`config.mk`:
```
export PLATFORM = sky130hd
export DESIGN_NAME = frame_serializer_flat
export DESIGN_NICKNAME = d
export VERILOG_FILES = /design/src/rtl/frame_serializer_if.sv /design/src/rtl/frame_serializer.sv /design/src/flat_wrapper.sv
export SDC_FILE = /design/constraint.sdc
export NUM_CORES = 1
export LEC_CHECK = 0
export CORE_ASPECT_RATIO = 0.75
export CORE_MARGIN = 5
export CORE_UTILIZATION = 48
export CTS_BUF_LIST = sky130_fd_sc_hd__clkbuf_4 sky130_fd_sc_hd__clkbuf_8 sky130_fd_sc_hd__clkbuf_16
export DETAILED_ROUTE_END_ITERATION = 8
export PLACE_DENSITY = 0.72
export SLEW_MARGIN = 20
export SYNTH_ARGS = -nofsm -noshare
export SYNTH_HDL_FRONTEND = slang
export SYNTH_SLANG_ARGS = --single-unit
```
`constraint.sdc`:
```
create_clock -name clk -period 2.67 [get_ports clk]
set_input_delay 0.534 -clock clk [delete_from_list [all_inputs] [get_ports clk]]
set_output_delay 0.534 -clock clk [all_outputs]
set_load 0.02 [all_outputs]
```
`src/rtl/frame_serializer_if.sv`:
```
// Purpose  : handshake/bus bundle between a payload source and frame_serializer.
// Latency  : n/a (wires only).
// Backpress: source must hold start until busy rises; start is ignored while busy.
// Ports    : Clk_EN/start/data_in driven by master; serOut/serOutValid/busy/done by slave.
interface frame_serializer_if #(
   parameter int PAYLOAD_BITS = 8
);
   logic                    Clk_EN;       // bit-rate enable
   logic                    start;        // frame request
   logic [PAYLOAD_BITS-1:0] data_in;      // payload, captured on accept
   logic                    serOut;       // serial line
   logic                    serOutValid;  // frame on the line
   logic                    busy;         // accept .. frame complete
   logic                    done;         // one-clk pulse at frame end

   modport master (
      output Clk_EN, start, data_in,
      input  serOut, serOutValid, busy, done
   );

   modport slave (
      input  Clk_EN, start, data_in,
      output serOut, serOutValid, busy, done
   );
endinterface

```
`src/rtl/frame_serializer.sv`:
```
// Purpose  : serialises a payload word as header 110101, gap 0, payload MSB-first, guard 0s.
// Latency  : first header bit on the line the cycle after accept; done 7+PAYLOAD+GUARD enabled edges later.
// Backpress: one frame in flight; start is ignored while busy, accepted again the edge after done.
// Ports    : clk, rst (async active-high); bus = frame_serializer_if.slave
//            (Clk_EN, start, data_in in; serOut, serOutValid, busy, done out).
module frame_serializer #(
   parameter int PAYLOAD_BITS = 8,
   parameter int GUARD_BITS   = 2
) (
   input  logic                     clk,
   input  logic                     rst,
   frame_serializer_if.slave        bus
);

   // Counter must span the longest field (header is 6 bits).
   localparam int M1 = (PAYLOAD_BITS > 6) ? PAYLOAD_BITS : 6;
   localparam int M2 = (GUARD_BITS > M1) ? GUARD_BITS : M1;
   localparam int CW = $clog2(M2 + 1);

   localparam logic [CW-1:0] HDR_LAST   = CW'(5);
   localparam logic [CW-1:0] DATA_LAST  = CW'(PAYLOAD_BITS - 1);
   localparam logic [CW-1:0] GUARD_LAST = CW'(GUARD_BITS - 1);

   // Header bits indexed by counter: bit0 is sent first (1,1,0,1,0,1).
   localparam logic [7:0] HDR_PAT = 8'b0010_1011;

   typedef enum logic [2:0] {
      S_IDLE,
      S_HDR,
      S_GAP,
      S_DATA,
      S_GUARD
   } state_t;

   state_t                  state_q;
   logic [CW-1:0]           cnt_q;
   logic [PAYLOAD_BITS-1:0] shreg_q;
   logic                    ser_q;
   logic                    vld_q;
   logic                    busy_q;
   logic                    done_q;

   logic [CW-1:0]           cnt_plus1;
   logic [PAYLOAD_BITS-1:0] shreg_shl;

   assign cnt_plus1 = cnt_q + 1'b1;
   assign shreg_shl = shreg_q << 1;

   // Line outputs are registered alongside the state so they reflect the
   // bit for the state being entered; they never depend on inputs directly.
   always_ff @(posedge clk or posedge rst) begin
      if (rst) begin
         state_q <= S_IDLE;
         cnt_q   <= '0;
         shreg_q <= '0;
         ser_q   <= 1'b0;
         vld_q   <= 1'b0;
         busy_q  <= 1'b0;
         done_q  <= 1'b0;
      end else begin
         done_q <= 1'b0;
         case (state_q)
            S_IDLE: begin
               // Accept ignores Clk_EN so a request is never missed.
               if (bus.start) begin
                  shreg_q <= bus.data_in;
                  busy_q  <= 1'b1;
                  vld_q   <= 1'b1;
                  cnt_q   <= '0;
                  ser_q   <= HDR_PAT[0];
                  state_q <= S_HDR;
               end
            end
            S_HDR: begin
               if (bus.Clk_EN) begin
                  if (cnt_q == HDR_LAST) begin
                     cnt_q   <= '0;
                     ser_q   <= 1'b0;
                     state_q <= S_GAP;
                  end else begin
                     cnt_q <= cnt_plus1;
                     ser_q <= HDR_PAT[cnt_plus1[2:0]];
                  end
               end
            end
            S_GAP: begin
               if (bus.Clk_EN) begin
                  cnt_q   <= '0;
                  ser_q   <= shreg_q[PAYLOAD_BITS-1];
                  state_q <= S_DATA;
               end
            end
            S_DATA: begin
               if (bus.Clk_EN) begin
                  shreg_q <= shreg_shl;
                  if (cnt_q == DATA_LAST) begin
                     cnt_q   <= '0;
                     ser_q   <= 1'b0;
                     state_q <= S_GUARD;
                  end else begin
                     cnt_q <= cnt_plus1;
                     ser_q <= shreg_shl[PAYLOAD_BITS-1];
                  end
               end
            end
            S_GUARD: begin
               if (bus.Clk_EN) begin
                  ser_q <= 1'b0;
                  if (cnt_q == GUARD_LAST) begin
                     cnt_q   <= '0;
                     vld_q   <= 1'b0;
                     busy_q  <= 1'b0;
                     done_q  <= 1'b1;
                     state_q <= S_IDLE;
                  end else begin
                     cnt_q <= cnt_plus1;
                  end
               end
            end
            default: begin
               cnt_q   <= '0;
               ser_q   <= 1'b0;
               vld_q   <= 1'b0;
               busy_q  <= 1'b0;
               state_q <= S_IDLE;
            end
         endcase
      end
   end

   assign bus.serOut      = ser_q;
   assign bus.serOutValid = vld_q;
   assign bus.busy        = busy_q;
   assign bus.done        = done_q;

endmodule
```
`src/flat_wrapper.sv`:
```
// flat-port wrapper written by rule: the top's interface ports become plain ports
module frame_serializer_flat 
#(
   parameter int PAYLOAD_BITS = 8,
   parameter int GUARD_BITS   = 2
)
  (clk, rst, bus_Clk_EN, bus_start, bus_data_in, bus_serOut, bus_serOutValid, bus_busy, bus_done);
  frame_serializer_if #(.PAYLOAD_BITS(PAYLOAD_BITS)) bus_i ();
  input  logic clk;
  input  logic rst;
  input wire logic [$bits(bus_i.Clk_EN)-1:0] bus_Clk_EN;
  input wire logic [$bits(bus_i.start)-1:0] bus_start;
  input wire logic [$bits(bus_i.data_in)-1:0] bus_data_in;
  output wire logic [$bits(bus_i.serOut)-1:0] bus_serOut;
  output wire logic [$bits(bus_i.serOutValid)-1:0] bus_serOutValid;
  output wire logic [$bits(bus_i.busy)-1:0] bus_busy;
  output wire logic [$bits(bus_i.done)-1:0] bus_done;
  assign bus_i.Clk_EN = bus_Clk_EN;
  assign bus_i.start = bus_start;
  assign bus_i.data_in = bus_data_in;
  assign bus_serOut = bus_i.serOut;
  assign bus_serOutValid = bus_i.serOutValid;
  assign bus_busy = bus_i.busy;
  assign bus_done = bus_i.done;
  frame_serializer #(.PAYLOAD_BITS(PAYLOAD_BITS), .GUARD_BITS(GUARD_BITS)) u_core (.clk(clk), .rst(rst), .bus(bus_i));
endmodule
```
# Word-level counts from Yosys, hierarchy flattened
# Memory sizes are Yosys's and may differ from the RTL's.
# Cells that the tools add are included.
word_totals:
  ff_bits: 18
  romBits: 8
  latchBits: 0
  output_inout_bits: 4
  word_cells: 68
  n_memories: 1
  ram_bits: 0
mem_list:
  columns: ["memory", "words", "width", "rd", "rd_ports_with_merged_regs", "wr", "line", "rtl"]
  rows:
  - ["(name not given)", 8, 1, 1, 0, 0, "frame_serializer.sv:82", "ser_q <= HDR_PAT[cnt_plus1[2:0]];"]
classes:
  n_div: 0
  magnitude_cmp: 1
  eq_ne: 15
  n_reduce_logical: 7
  shift: 0
  mul: 0
  addsub: 1
  n_mux: 36
  n_bitwise: 1
ops:
  columns: ["cell", "count"]
  rows:
  - ["4-bit two-way mux", 8]
  - ["3-bit two-way mux", 8]
  - ["4-bit case mux with 5 select lines", 1]
  - ["8-bit two-way mux", 2]
  - ["8-bit case mux with 2 select lines", 1]
  - ["3-bit case mux with 5 select lines", 1]
  - ["1-bit two-way mux", 13]
  - ["2-bit inequality test, second input constant", 5]
  - ["4-bit by 3-bit equality test with 1-bit output, second input constant", 2]
  - ["8-bit AND reduction", 1]
  - ["3-bit by 2-bit equality test with 1-bit output, second input constant", 2]
  - ["2-bit by 1-bit inequality test with 1-bit output, second input constant", 3]
  - ["1-bit case mux with 5 select lines", 1]
  - ["5-bit AND reduction", 1]
  - ["4-bit by 1-bit adder with 4-bit output, second input constant", 1]
  - ["4-bit by 1-bit equality test with 1-bit output, second input constant", 1]
  - ["3-bit by 4-bit less-than comparator with 1-bit output, second input constant", 1]
  - ["4-bit AND reduction", 1]
  - ["3-bit by 1-bit equality test with 1-bit output, second input constant", 1]
  - ["3-bit equality test, second input constant", 1]
  - ["3-bit logical NOT", 1]
  - ["1-bit case mux with 3 select lines", 1]
  - ["3-bit AND reduction", 1]
  - ["3-bit OR reduction", 1]
  - ["2 further kinds", 2]

# Depth between registers and ports, before layout
# Gate-level depths: netlist (run 1).
logic_depth:
  depth_word: 6
  mapped_depth: 6
  ltp_nobuf: 6

# Least setup slack after synthesis (run 1)
# Ideal clock, no wire load.
synth_timing:
  kind: "register to register"
  from: "register u_core.cnt_q[1]"
  to: "register u_core.state_q[0]"
  setup_time_ns: 0.125
  path_stages_with_launch: 7
  arrival_time_ns: 1.810
  period_less_slack_ns: 1.935
  slack_ns: 0.735
  t_required_ns: 2.545
  path_buffers: 0
  cell_sequence: "dfrtp_1 -> inv_1 -> ha_1 -> or3b_1 -> and3_4 -> or3_4 -> mux2_4"
synth_via:
  elab_chain_len: 3
synth_rtl:
  columns: ["item", "line", "rtl"]
  rows:
  - ["start: declaration", "frame_serializer.sv:36", "logic [CW-1:0] cnt_q;"]
  - ["start signal: assignment", "frame_serializer.sv:81", "cnt_q <= cnt_plus1;"]
  - ["start signal: assignment", "frame_serializer.sv:101", "cnt_q <= cnt_plus1;"]
  - ["start signal: assignment", "frame_serializer.sv:116", "cnt_q <= cnt_plus1;"]
  - ["4-bit by 1-bit equality test with 1-bit output (tied with other cells)", "frame_serializer.sv:109", "if (cnt_q == GUARD_LAST) begin"]
  - ["2-bit by 1-bit inequality test with 1-bit output (no line)", null, null]
  - ["8-bit AND reduction (no line) (*)", null, null]
  - ["end signal: assignment", "frame_serializer.sv:99", "state_q <= S_GUARD;"]
  - ["end signal: assignment", "frame_serializer.sv:114", "state_q <= S_IDLE;"]
  - ["end signal: assignment", "frame_serializer.sv:125", "state_q <= S_IDLE;"]
  - ["end: declaration", "frame_serializer.sv:35", "state_t state_q;"]
# Mark *: on every way between the ends. The rest lies on a longest branch, timed or not.
# A chain may end at the register's enable or synchronous reset.

# Final worst setup path (run 1)
# Ends and elaborated chain as after synthesis.

==> out/qor.yml, run 1 <==
detailed_routing:
  dr.pass1.iters: 3
  wl_per_cell_um: 13.3
  post-route-drc-count: 0
  num_vias: 830
  drtAntennaViolNets: 0
  wirelength_um: 2010
  drt_iter0_drc: 45
  via_per_inst: 5.50
worst_setup_path:
  cp_slowest_stage_delay_ns: 0.44
  path_buf_inv: 1
  critical_path_required_ns: 2.86
  cp_data_arrival_time_ns: 2.26
  worstPathCellList: "inv_1, ha_1, or3b_1, and3_4, or3_4, mux2_4"
  slowest_stage: "dfrtp_1"
  worstSetupStartpointType: "register"
  r2r_end: "u_core.state_q[0]"
  cp-end-kind: "register"
  path_delay_family: "simple AND/OR/NAND/NOR gates"
  critical_path_class: "register to register"
  rrSetupSlack_ns: 0.60
  critPathCapture: "u_core.state_q[0]"
  cp-startpoint: "u_core.cnt_q[1]"
  reg2reg_from: "u_core.cnt_q[1]"
  worst-path-stages: 6
  path_max_fanout: 5
  reg2reg_depth: 6
cts:
  post-cts-setup-buffers: 0
  clk_latency_ns: 0.29
  clk_pin_slew_worst_paths_ns: 0.10
  ctsHoldBuffers: 0
  cts_tree: "yes"
  cts.sinks: 18
  cts_root_buf: "clkbuf_4"
  cts.htree.levels: 1
  numCtsBuffers: 3
  cts-resized-gates: 0
  cts_buffer_depth: 2
yosys:
  synth-compound-area-share_pct: 16.3
  synth_top_area_share_pct: 42.6
  ys_types: 37
  syn-cell-area_sq_um: 1060
  synth_mux_area_share_pct: 10.4
  synth_edf_count: 0
  synth_top_area_cell: "dfrtp_1"
  yosys.area_share.simple_pct: 22.2
  synthCells: 112
  yosys_warnings: 0
  ys_dominant_reg_cell: "dfrtp_1"
  synth_xor_xnor_area_share_pct: 0.827
  synth_top_family_by_area: "simple AND/OR/NAND/NOR gates"
  syn_avg_cell_area_sq_um: 9.45
  synth_area_leaders: "dfrtp_1, mux2i_1, a21oi_1"
  synthAdderAreaFrac_pct: 2.36
  syn_nets: 126
  ys_ff_latch: 18
  synthArstFlopShare_pct: 100
  ys_seq_area_share_pct: 42.6
place:
  place.detailed.hpwl_um: 1500
  dp_cells: 147
  gp_congestion: 0.818
  port_buffers: 15
layout:
  final_cell_mix: "dfrtp_1, clkdlybuf4s50_1, nor2_1, a21oi_1"
  syn_to_final_growth_pct: 18.7
  fin_nets: 142
  fin_cells: 151
  num_antenna_cells: 0
  final_common_cell: "dfrtp_1"
  drive_gt1_share_pct: 11.8
floorplanning:
  pin_count: 16
  row_count: 14
  die_w_um: 64.2
  die_h_um: 50.7
  die_area_sq_um: 3250
  core_sq_um: 2050
  start_util_pct: 51.6
hold_path:
  hold_class: "register to register"
  hold_start: "u_core.bus.serOut"
sta:
  finClkSkew_ns: 0.00465
  worstMarginPinSlew_ns: 0.652
  finalHoldViolations: 0
  period_share_pct: 77.5
  rsz0062_at_grt: "false"
  setup_tns_ns: 0
  fmax_mhz: 483
  fin_crit_ns: 2.07
  setup_viol: 0
  maxSlewViolCount: 0
  slew_headroom_pct: 56.5
run_status:
  status: "finished clean"
job:
  cap_violations: 0
grt:
  grt.total_usage_pct: 13.6
  grt_pass1_wl_um: 3510
  grt-ovfl-total: 0
  grt_max_degree: 19
  antenna_found_initial: 0
  grt_pass1_vias: 767
pwr:
  p_leak_uw: 0.000559
  peakVddDrop_mv: 0.656
  power_density_nw_per_um2: 933
[worst min path at each step]
stage / depth (start not counted) / endpoint / slack [ns]
6_report: 2 / u_core.bus.serOut / 0.51
4_1_cts: 2 / u_core.bus.serOut / 0.52
3_3_place_gp: 2 / u_core.bus.serOut / 0.49
2_1_floorplan: 1 / u_core.bus.done / 0.47
5_1_grt: 2 / u_core.bus.serOut / 0.56
3_5_place_dp: 2 / u_core.bus.serOut / 0.48
[layout make-up]
| cell class | count | area (sq um) |
|---|---|---|
| inverter | 4 | 15.0 |
| fill | 173 | 793 |
| clock buffer | 4 | 36.3 |
| sequential | 18 | 450 |
| tap | 24 | 30.0 |
| multi-input combinational | 83 | 552 |
| timing repair buffer | 18 | 173 |
[state kept, by name, indices dropped and copies added (netlist names)]
name	count
u_core.state_q	3
u_core.cnt_q	4
u_core.shreg_q	8
u_core.bus.done	1
u_core.bus.serOut	1
u_core.bus.serOutValid	1
[cells by family (layout without fill, tap and decap cells)]
group | after synthesis | in the layout
xor gates and xnor gates | 1 | 1
muxes | 10 | 10
DFF | 18 | 18
buffers and inverters | 11 | 26
AOI/OAI and AO/OA | 28 | 28
adders and majority gates | 2 | 2
and+or+nand+nor | 42 | 42
[worst min-delay path, cell delays in order, from the launching register on]
cell and delay, ns:
dfrtp_1 0.37, nand2_1 0.05, o31ai_1 0.06
[cell usage after synthesis (3+ instances only)]
library cell	number
o31ai_1	3
o21ai_0	5
inv_1	4
a21oi_1	12
nand3_1	5
buf_2	3
nand2_1	8
nor2_1	13
dfrtp_1	18
mux2i_1	8
[through the flow]
stage | hold WS [ns] | util (%) | instance area, sq um | setup WS [ns] | total power (uW)
after floorplan | 0.473 | - | 1060 | 0.735 | 880
after global placement | 0.488 | 59.5 | 1220 | 0.387 | 997
after detailed placement | 0.478 | 59.5 | 1220 | 0.335 | 1010
after CTS | 0.521 | 61.3 | 1260 | 0.596 | 1190
after global routing | 0.559 | 61.3 | 1260 | 0.512 | 1290
final | 0.513 | 61.3 | 1260 | 0.600 | 1170
[power by group]
group	leakage (uW)	switching, uW	total [uW]	internal [uW]
registers	0.000215	115	489	374
clock network	0.0000210	82.4	165	83.1
logic	0.000323	263	518	255
[routing by layer]
metal  routed length, um  GRT usage, %  vias up
met5                   0             0        -
met4                  10          3.05        0
met3                  97          4.46        2
met2                 863          19.9       15
met1                1030          19.4      378
li1                    -             -      435
Note: power is estimated with default switching activity, not from simulation.
==> inputs of run 2 (changes only) <==
--- a/config.mk
+++ b/config.mk
@@ -7,10 +7,10 @@
 export LEC_CHECK = 0
 export CORE_ASPECT_RATIO = 0.75
 export CORE_MARGIN = 5
-export CORE_UTILIZATION = 48
+export CORE_UTILIZATION = 47
 export CTS_BUF_LIST = sky130_fd_sc_hd__clkbuf_4 sky130_fd_sc_hd__clkbuf_8 sky130_fd_sc_hd__clkbuf_16
 export DETAILED_ROUTE_END_ITERATION = 8
-export PLACE_DENSITY = 0.72
+export PLACE_DENSITY = 0.74
 export SLEW_MARGIN = 20
 export SYNTH_ARGS = -nofsm -noshare
 export SYNTH_HDL_FRONTEND = slang
==> constraint.sdc (replaced) <==
create_clock -name clk -period 1.7 [get_ports clk]
set_input_delay 0.34 -clock clk [delete_from_list [all_inputs] [get_ports clk]]
set_output_delay 0.34 -clock clk [all_outputs]
set_load 0.02 [all_outputs]
==> run 2 against run 1 <==
  * Power increased by 99%
  * Largest power group unchanged
  * Combinational power grew to 2.6 times the previous value
  * The flow now finishes with violations (negative setup slack)
  * Routed wire length up 30%
==> out/qor.yml, run 2 (synthesized netlist as in run 1, its figures left out) <==
worst_setup_path:
  cp-end-kind: "register"  # unchanged
  cp_data_arrival_time_ns: 2.08  # was 2.26 ns
  worstSetupStartpointType: "register"  # unchanged
  critical_path_class: "register to register"  # unchanged
  critical_path_required_ns: 1.89  # was 2.86 ns
  slowest_stage: "dfrtp_1"  # unchanged
  path_buf_inv: 1  # unchanged
  path_delay_family: "simple AND/OR/NAND/NOR gates"  # unchanged
  path_max_fanout: 2  # was 5
  worstPathCellList: "inv_2, ha_4, or3b_4, and3_4, or3_4, mux2_4"  # was inv_1, ha_1, or3b_1, and3_4, or3_4, mux2_4
  cp_slowest_stage_delay_ns: 0.40  # was 0.44 ns
sta:
  maxSlewViolCount: 0  # unchanged
  worstMarginPinSlew_ns: 0.279  # was 0.652 ns
  worst_hold_slack_ns: 0.343  # was 0.513 ns
  period_share_pct: 111  # was 77.5%
  slew_headroom_pct: 81.4  # was 56.5%
  setup_tns_ns: -0.527  # was 0 ns
  setup_viol: 6  # was 0
  fmax_mhz: 530  # was 483 MHz
  finalHoldViolations: 0  # unchanged
  rsz0062_at_grt: "true"  # was false
  setup_slack_ns: -0.186  # was 0.600 ns
  finClkSkew_ns: 0.00655  # was 0.00465 ns
  fin_crit_ns: 1.89  # was 2.07 ns
grt:
  grt_pass1_vias: 956  # was 767
  grt-ovfl-total: 0  # unchanged
  grt_pass1_wl_um: 4230  # was 3510 um
  grt.total_usage_pct: 16.5  # was 13.6%
  antenna_found_initial: 0  # unchanged
  grt_max_degree: 19  # unchanged
detailed_routing:
  dr.pass1.iters: 4  # was 3
  via_per_inst: 5.63  # was 5.50
  drt_iter0_drc: 47  # was 45
  wirelength_um: 2600  # was 2010 um
  wl_per_cell_um: 15.1  # was 13.3 um
  drtAntennaViolNets: 0  # unchanged
  post-route-drc-count: 0  # unchanged
  num_vias: 968  # was 830
floorplanning:
  die_w_um: 64.8  # was 64.2 um
  row_count: 14  # unchanged
  start_util_pct: 50.8  # was 51.6%
  core_sq_um: 2080  # was 2050 sq um
  die_h_um: 51.1  # was 50.7 um
  die_area_sq_um: 3310  # was 3250 sq um
  pin_count: 16  # unchanged
pwr:
  power_frac_comb_pct: 57.6  # was 44.2%
  p_total_uw: 2330  # was 1170 uW
  seq_power_share_pct: 31.1  # was 41.7%
  p_leak_uw: 0.000683  # was 0.000559 uW
  peakVddDrop_mv: 0.897  # was 0.656 mV
  switching_share_pct: 39.0  # was 39.2%
  pwr-share-clk_pct: 11.3  # was 14.1%
  power_density_nw_per_um2: 1560  # was 933 nW/um^2
  netSwitchingPower_uw: 909  # was 460 uW
  p_int_uw: 1420  # was 713 uW
layout:
  final_common_cell: "buf_4"  # was dfrtp_1
  fin_area_sq_um: 1490  # was 1260 sq um
  n_fill_cell: 152  # was 173
  syn_to_final_growth_pct: 41.1  # was 18.7%
  num_antenna_cells: 0  # unchanged
  largest_reg_flops: 8  # unchanged
  fin_nets: 163  # was 142
  reg_top3: "u_core.shreg_q (8), u_core.cnt_q (4), u_core.state_q (3)"  # unchanged
  regMostFlops: "u_core.shreg_q"  # unchanged
  drive_gt1_share_pct: 30.4  # was 11.8%
  final_cell_mix: "buf_4, dfrtp_1, clkdlybuf4s50_1, nor2_1, a21oi_1"  # was dfrtp_1, clkdlybuf4s50_1, nor2_1, a21oi_1
place:
  place.detailed.hpwl_um: 1800  # was 1500 um
  placed_cell_area_sq_um: 1370  # was 1220 sq um
  port_buffers: 15  # unchanged
  gp_congestion: 0.861  # was 0.818
cts:
  cts_buffer_depth: 2  # unchanged
  cts.htree.levels: 1  # unchanged
  cts.sinks: 18  # unchanged
  numCtsBuffers: 3  # unchanged
  cts_tree: "yes"  # unchanged
  clk_pin_slew_worst_paths_ns: 0.11  # was 0.10 ns
  cts_root_buf: "clkbuf_4"  # unchanged
  ctsHoldBuffers: 0  # unchanged
  clk_latency_ns: 0.29  # about the same
run_status:
  violations: "negative setup slack"
  status: "complete, but fails checks"  # was finished clean
hold_path:
  hold_class: "input pin to async pin"  # was register to register
job:
  cap_violations: 0  # unchanged
[run 2: what timing repair did]
action / in CTS / in global routing
resized for setup: 6 / 10
setup endpoints to repair: 6 / 8
buffers inserted: 0 / 3
pin swaps: 0 / 5
[run 2: power by group through the flow]
stage                     clock (uW)  combinational [uW]  sequential (uW)
after floorplan                    0                 682              701
after global placement             0                1080              700
after detailed placement           0                1120              715
after CTS                        271                1180              706
after global routing             289                1460              745
final                            263                1340              724
[run 2: path summary, 6_finish.rpt]
path                              startpoint  cells after the start  slack, ns                end
min in group clk           u_core.shreg_q[4]                      2       0.54  u_core.shreg_q[4]
max in group asynchronous                rst                      3       1.16  u_core.shreg_q[4]
hold reg to reg            u_core.shreg_q[4]                      2       0.54  u_core.shreg_q[4]
setup / recovery             u_core.cnt_q[1]                      6      -0.19  u_core.state_q[2]
hold / removal                           rst                      3       0.34    u_core.cnt_q[2]
setup reg to reg             u_core.cnt_q[1]                      6      -0.19  u_core.state_q[2]
[run 2: per-layer routing]
metal / vias to the layer above / track usage, % / part of all wire [%] / wire (um)
li1: 472 / - / - / -
met1: 455 / 22.1 / 43 / 1130
met2: 37 / 27.3 / 49 / 1270
met3: 4 / 5.04 / 6.6 / 171
met4: 0 / 1.75 / 1.3 / 34
met5: - / 0 / 0 / 0
[run 2: through the flow]
step           utilization (%)  worst slack (ns)  std cells
2_1_floorplan                -            -0.235        112
3_3_place_gp              65.6            -0.304        165
3_5_place_dp              65.6            -0.344        165
4_1_cts                   68.5            -0.253        169
5_1_grt                   71.7            -0.254        172
6_report                  71.7            -0.186        172
[run 2: final cells by class]
type                    instances  area (sq um)  share of cell area, %
repair buffers                 39           349                   23.4
multi-input cells              83           613                   41.0
well taps                      24          30.0                   2.01
flip-flops and latches         18           450                   30.2
clock buffers                   4          36.3                   2.43
inverters                       4          15.0                   1.01
[run 2: tightest hold or removal path: cells and delay by family]
| kind | cells | cell delay, ns |
|---|---|---|
| buffers and inverters | 3 | 0.68 |
==> inputs of run 3 (changes only) <==
--- a/config.mk
+++ b/config.mk
@@ -10,6 +10,7 @@
 export CORE_UTILIZATION = 47
 export CTS_BUF_LIST = sky130_fd_sc_hd__clkbuf_4 sky130_fd_sc_hd__clkbuf_8 sky130_fd_sc_hd__clkbuf_16
 export DETAILED_ROUTE_END_ITERATION = 8
+export GPL_TIMING_DRIVEN = 0
 export PLACE_DENSITY = 0.74
 export SLEW_MARGIN = 20
 export SYNTH_ARGS = -nofsm -noshare
==> run 3 against run 2 <==
  * The flow still finishes with violations (negative setup slack)
  * Combinational power down 5%
  * Clock power down 17%
  * Routed wire length up 1.7%
  * Sequential power down 3.3%
  * Worst setup slack worse by 0.043 ns
  * Core utilization down 2.9 points
  * Count of clock-buffer cells in the layout down 1
==> out/qor.yml, run 3 (synthesized netlist as in run 1, its figures left out) <==
worst_setup_path:
  reg2reg_from: "u_core.cnt_q[1]"  # unchanged
  critical_path_required_ns: 1.89  # about the same
  cp_data_arrival_time_ns: 2.12  # was 2.08 ns
  path_max_fanout: 3  # was 2
  reg2reg_depth: 6  # unchanged
  cp-startpoint: "u_core.cnt_q[1]"  # unchanged
  critical_path_class: "register to register"  # unchanged
  worstSetupStartpointType: "register"  # unchanged
  cp-end-kind: "register"  # unchanged
layout:
  final_cell_mix: "dfrtp_1, nor2_1, a21oi_1, buf_4, clkdlybuf4s50_1"  # was buf_4, dfrtp_1, clkdlybuf4s50_1, nor2_1, a21oi_1
  reg_top3: "u_core.shreg_q (8), u_core.cnt_q (4), u_core.state_q (3)"  # unchanged
  fin_nets: 157  # was 163
  fin_area_sq_um: 1430  # was 1490 sq um
  largest_reg_flops: 8  # unchanged
  finish.utilization_pct: 68.8  # was 71.7%
  n_fill_cell: 158  # was 152
  regMostFlops: "u_core.shreg_q"  # unchanged
  final_common_cell: "dfrtp_1"  # was buf_4
  drive_gt1_share_pct: 26.2  # was 30.4%
  num_antenna_cells: 0  # unchanged
  syn_to_final_growth_pct: 35.5  # was 41.1%
sta:
  fmax_mhz: 518  # was 530 MHz
  maxSlewViolCount: 0  # unchanged
  setup_viol: 3  # was 6
  period_share_pct: 113  # was 111%
  finalHoldViolations: 0  # unchanged
  slew_headroom_pct: 53.5  # was 81.4%
  worst_hold_slack_ns: 0.416  # was 0.343 ns
  rsz0062_at_grt: "true"  # unchanged
  worstMarginPinSlew_ns: 0.696  # was 0.279 ns
  fin_crit_ns: 1.93  # was 1.89 ns
  finClkSkew_ns: 0.00759  # was 0.00655 ns
  setup_slack_ns: -0.229  # was -0.186 ns
floorplanning:
  die_h_um: 51.1  # unchanged
  pin_count: 16  # unchanged
  core_sq_um: 2080  # unchanged
  row_count: 14  # unchanged
  die_area_sq_um: 3310  # unchanged
  start_util_pct: 50.8  # unchanged
  die_w_um: 64.8  # unchanged
grt:
  grt_pass1_vias: 883  # was 956
  grt-ovfl-total: 0  # unchanged
  grt_pass1_wl_um: 3810  # was 4230 um
  grt.total_usage_pct: 14.8  # was 16.5%
  antenna_found_initial: 0  # unchanged
  grt_max_degree: 19  # unchanged
cts:
  cts_root_buf: "clkbuf_4"  # unchanged
  numCtsBuffers: 3  # unchanged
  ctsHoldBuffers: 0  # unchanged
  cts_buffer_depth: 2  # unchanged
  cts.sinks: 18  # unchanged
  clk_latency_ns: 0.30  # was 0.29 ns
  cts.htree.levels: 1  # unchanged
  cts_tree: "yes"  # unchanged
  clk_pin_slew_worst_paths_ns: 0.10  # was 0.11 ns
detailed_routing:
  via_per_inst: 5.81  # was 5.63
  post-route-drc-count: 0  # unchanged
  drt_iter0_drc: 38  # was 47
  wirelength_um: 2650  # was 2600 um
  dr.pass1.iters: 4  # unchanged
  num_vias: 958  # was 968
  drtAntennaViolNets: 0  # unchanged
  wl_per_cell_um: 16.0  # was 15.1 um
pwr:
  p_leak_uw: 0.000653  # was 0.000683 uW
  switching_share_pct: 40.8  # was 39.0%
  power_frac_comb_pct: 58.1  # was 57.6%
  netSwitchingPower_uw: 892  # was 909 uW
  p_int_uw: 1290  # was 1420 uW
  peakVddDrop_mv: 1.00  # was 0.897 mV
  power_density_nw_per_um2: 1520  # was 1560 nW/um^2
  seq_power_share_pct: 32.0  # was 31.1%
  pwr-share-clk_pct: 9.9  # was 11.3%
place:
  place_ws_ns: -0.560  # was -0.344 ns
  placed_cell_area_sq_um: 1240  # was 1370 sq um
  place.detailed.hpwl_um: 1630  # was 1800 um
  port_buffers: 15  # unchanged
  gp_congestion: 0.789  # was 0.861
hold_path:
  whs_path_depth: 3
  hold_start: "bus_Clk_EN"
  hold_class: "input pin to register"  # was input pin to async pin
run_status:
  status: "complete, but fails checks"  # unchanged
  violations: "negative setup slack"  # unchanged
job:
  cap_violations: 0  # unchanged
[run 3: cell count changes in the layout (fill, tap and decap cells not counted), sizes merged]
cell           before  now
clkdlybuf4s50      14   12
dlymetal6s2s        1    2
clkbuf              4    5
buf                24   16
dlygate4sd2         0    1
[run 3: per-stage QoR]
step | power (uW) | cells | TNS [ns]
3_5_place_dp | 1610 | 151 | -4.68
5_1_grt | 2360 | 165 | -1.26
4_1_cts | 1950 | 159 | -0.530
6_report | 2190 | 165 | -0.530
3_3_place_gp | 1570 | 151 | -4.19
2_1_floorplan | 1380 | 112 | -0.506
[run 3: timing repair]
| item | CTS | global route |
|---|---|---|
| endpoints found under the setup margin | 16 | 11 |
| cloned | 0 | 0 |
| pin swaps | 2 | 6 |
| buffers inserted | 5 | 6 |
| gates resized for setup | 8 | 17 |
[run 3: cell type report]
type	instances	area [sq um]	share of cell area [%]
well taps	24	30.0	2.09
flip-flops and latches	18	450	31.4
repair buffers	26	236	16.5
multi-input cells	83	627	43.7
clock buffers	3	22.5	1.57
plain buffers	7	52.6	3.66
inverters	4	15.0	1.05
[run 3: worst paths after layout]
path,to,slack [ns]
worst max-delay path,u_core.state_q[0],-0.23
min in group asynchronous,u_core.cnt_q[3],0.43
worst max register to register,u_core.state_q[0],-0.23
worst min register to register,u_core.bus.serOut,0.51
worst min-delay path,u_core.bus.done,0.42
max in group asynchronous,u_core.state_q[2],0.82
[run 3: power by group through the flow]
stage / clock (uW) / combinational, uW / sequential [uW]
floorplan: 0 / 682 / 701
global placement: 0 / 862 / 707
detailed placement: 0 / 892 / 717
CTS: 222 / 1030 / 701
global route: 248 / 1380 / 727
finish: 217 / 1270 / 700
[run 3: per-layer routing]
metal | global-route usage, % | up-vias | share of wire, %
li1 | - | 459 | -
met5 | 0 | - | 0
met1 | 19.9 | 463 | 46
met3 | 4.17 | 10 | 4.7
met4 | 2.11 | 0 | 2.1
met2 | 24.4 | 26 | 47
[run 3: critical path, stage by stage, from the launching register on]
cell     delay [ns]
dfrtp_1        0.40
inv_2          0.07
ha_4           0.14
or3b_4         0.38
and3_4         0.19
or3_4          0.35
mux2_4         0.30
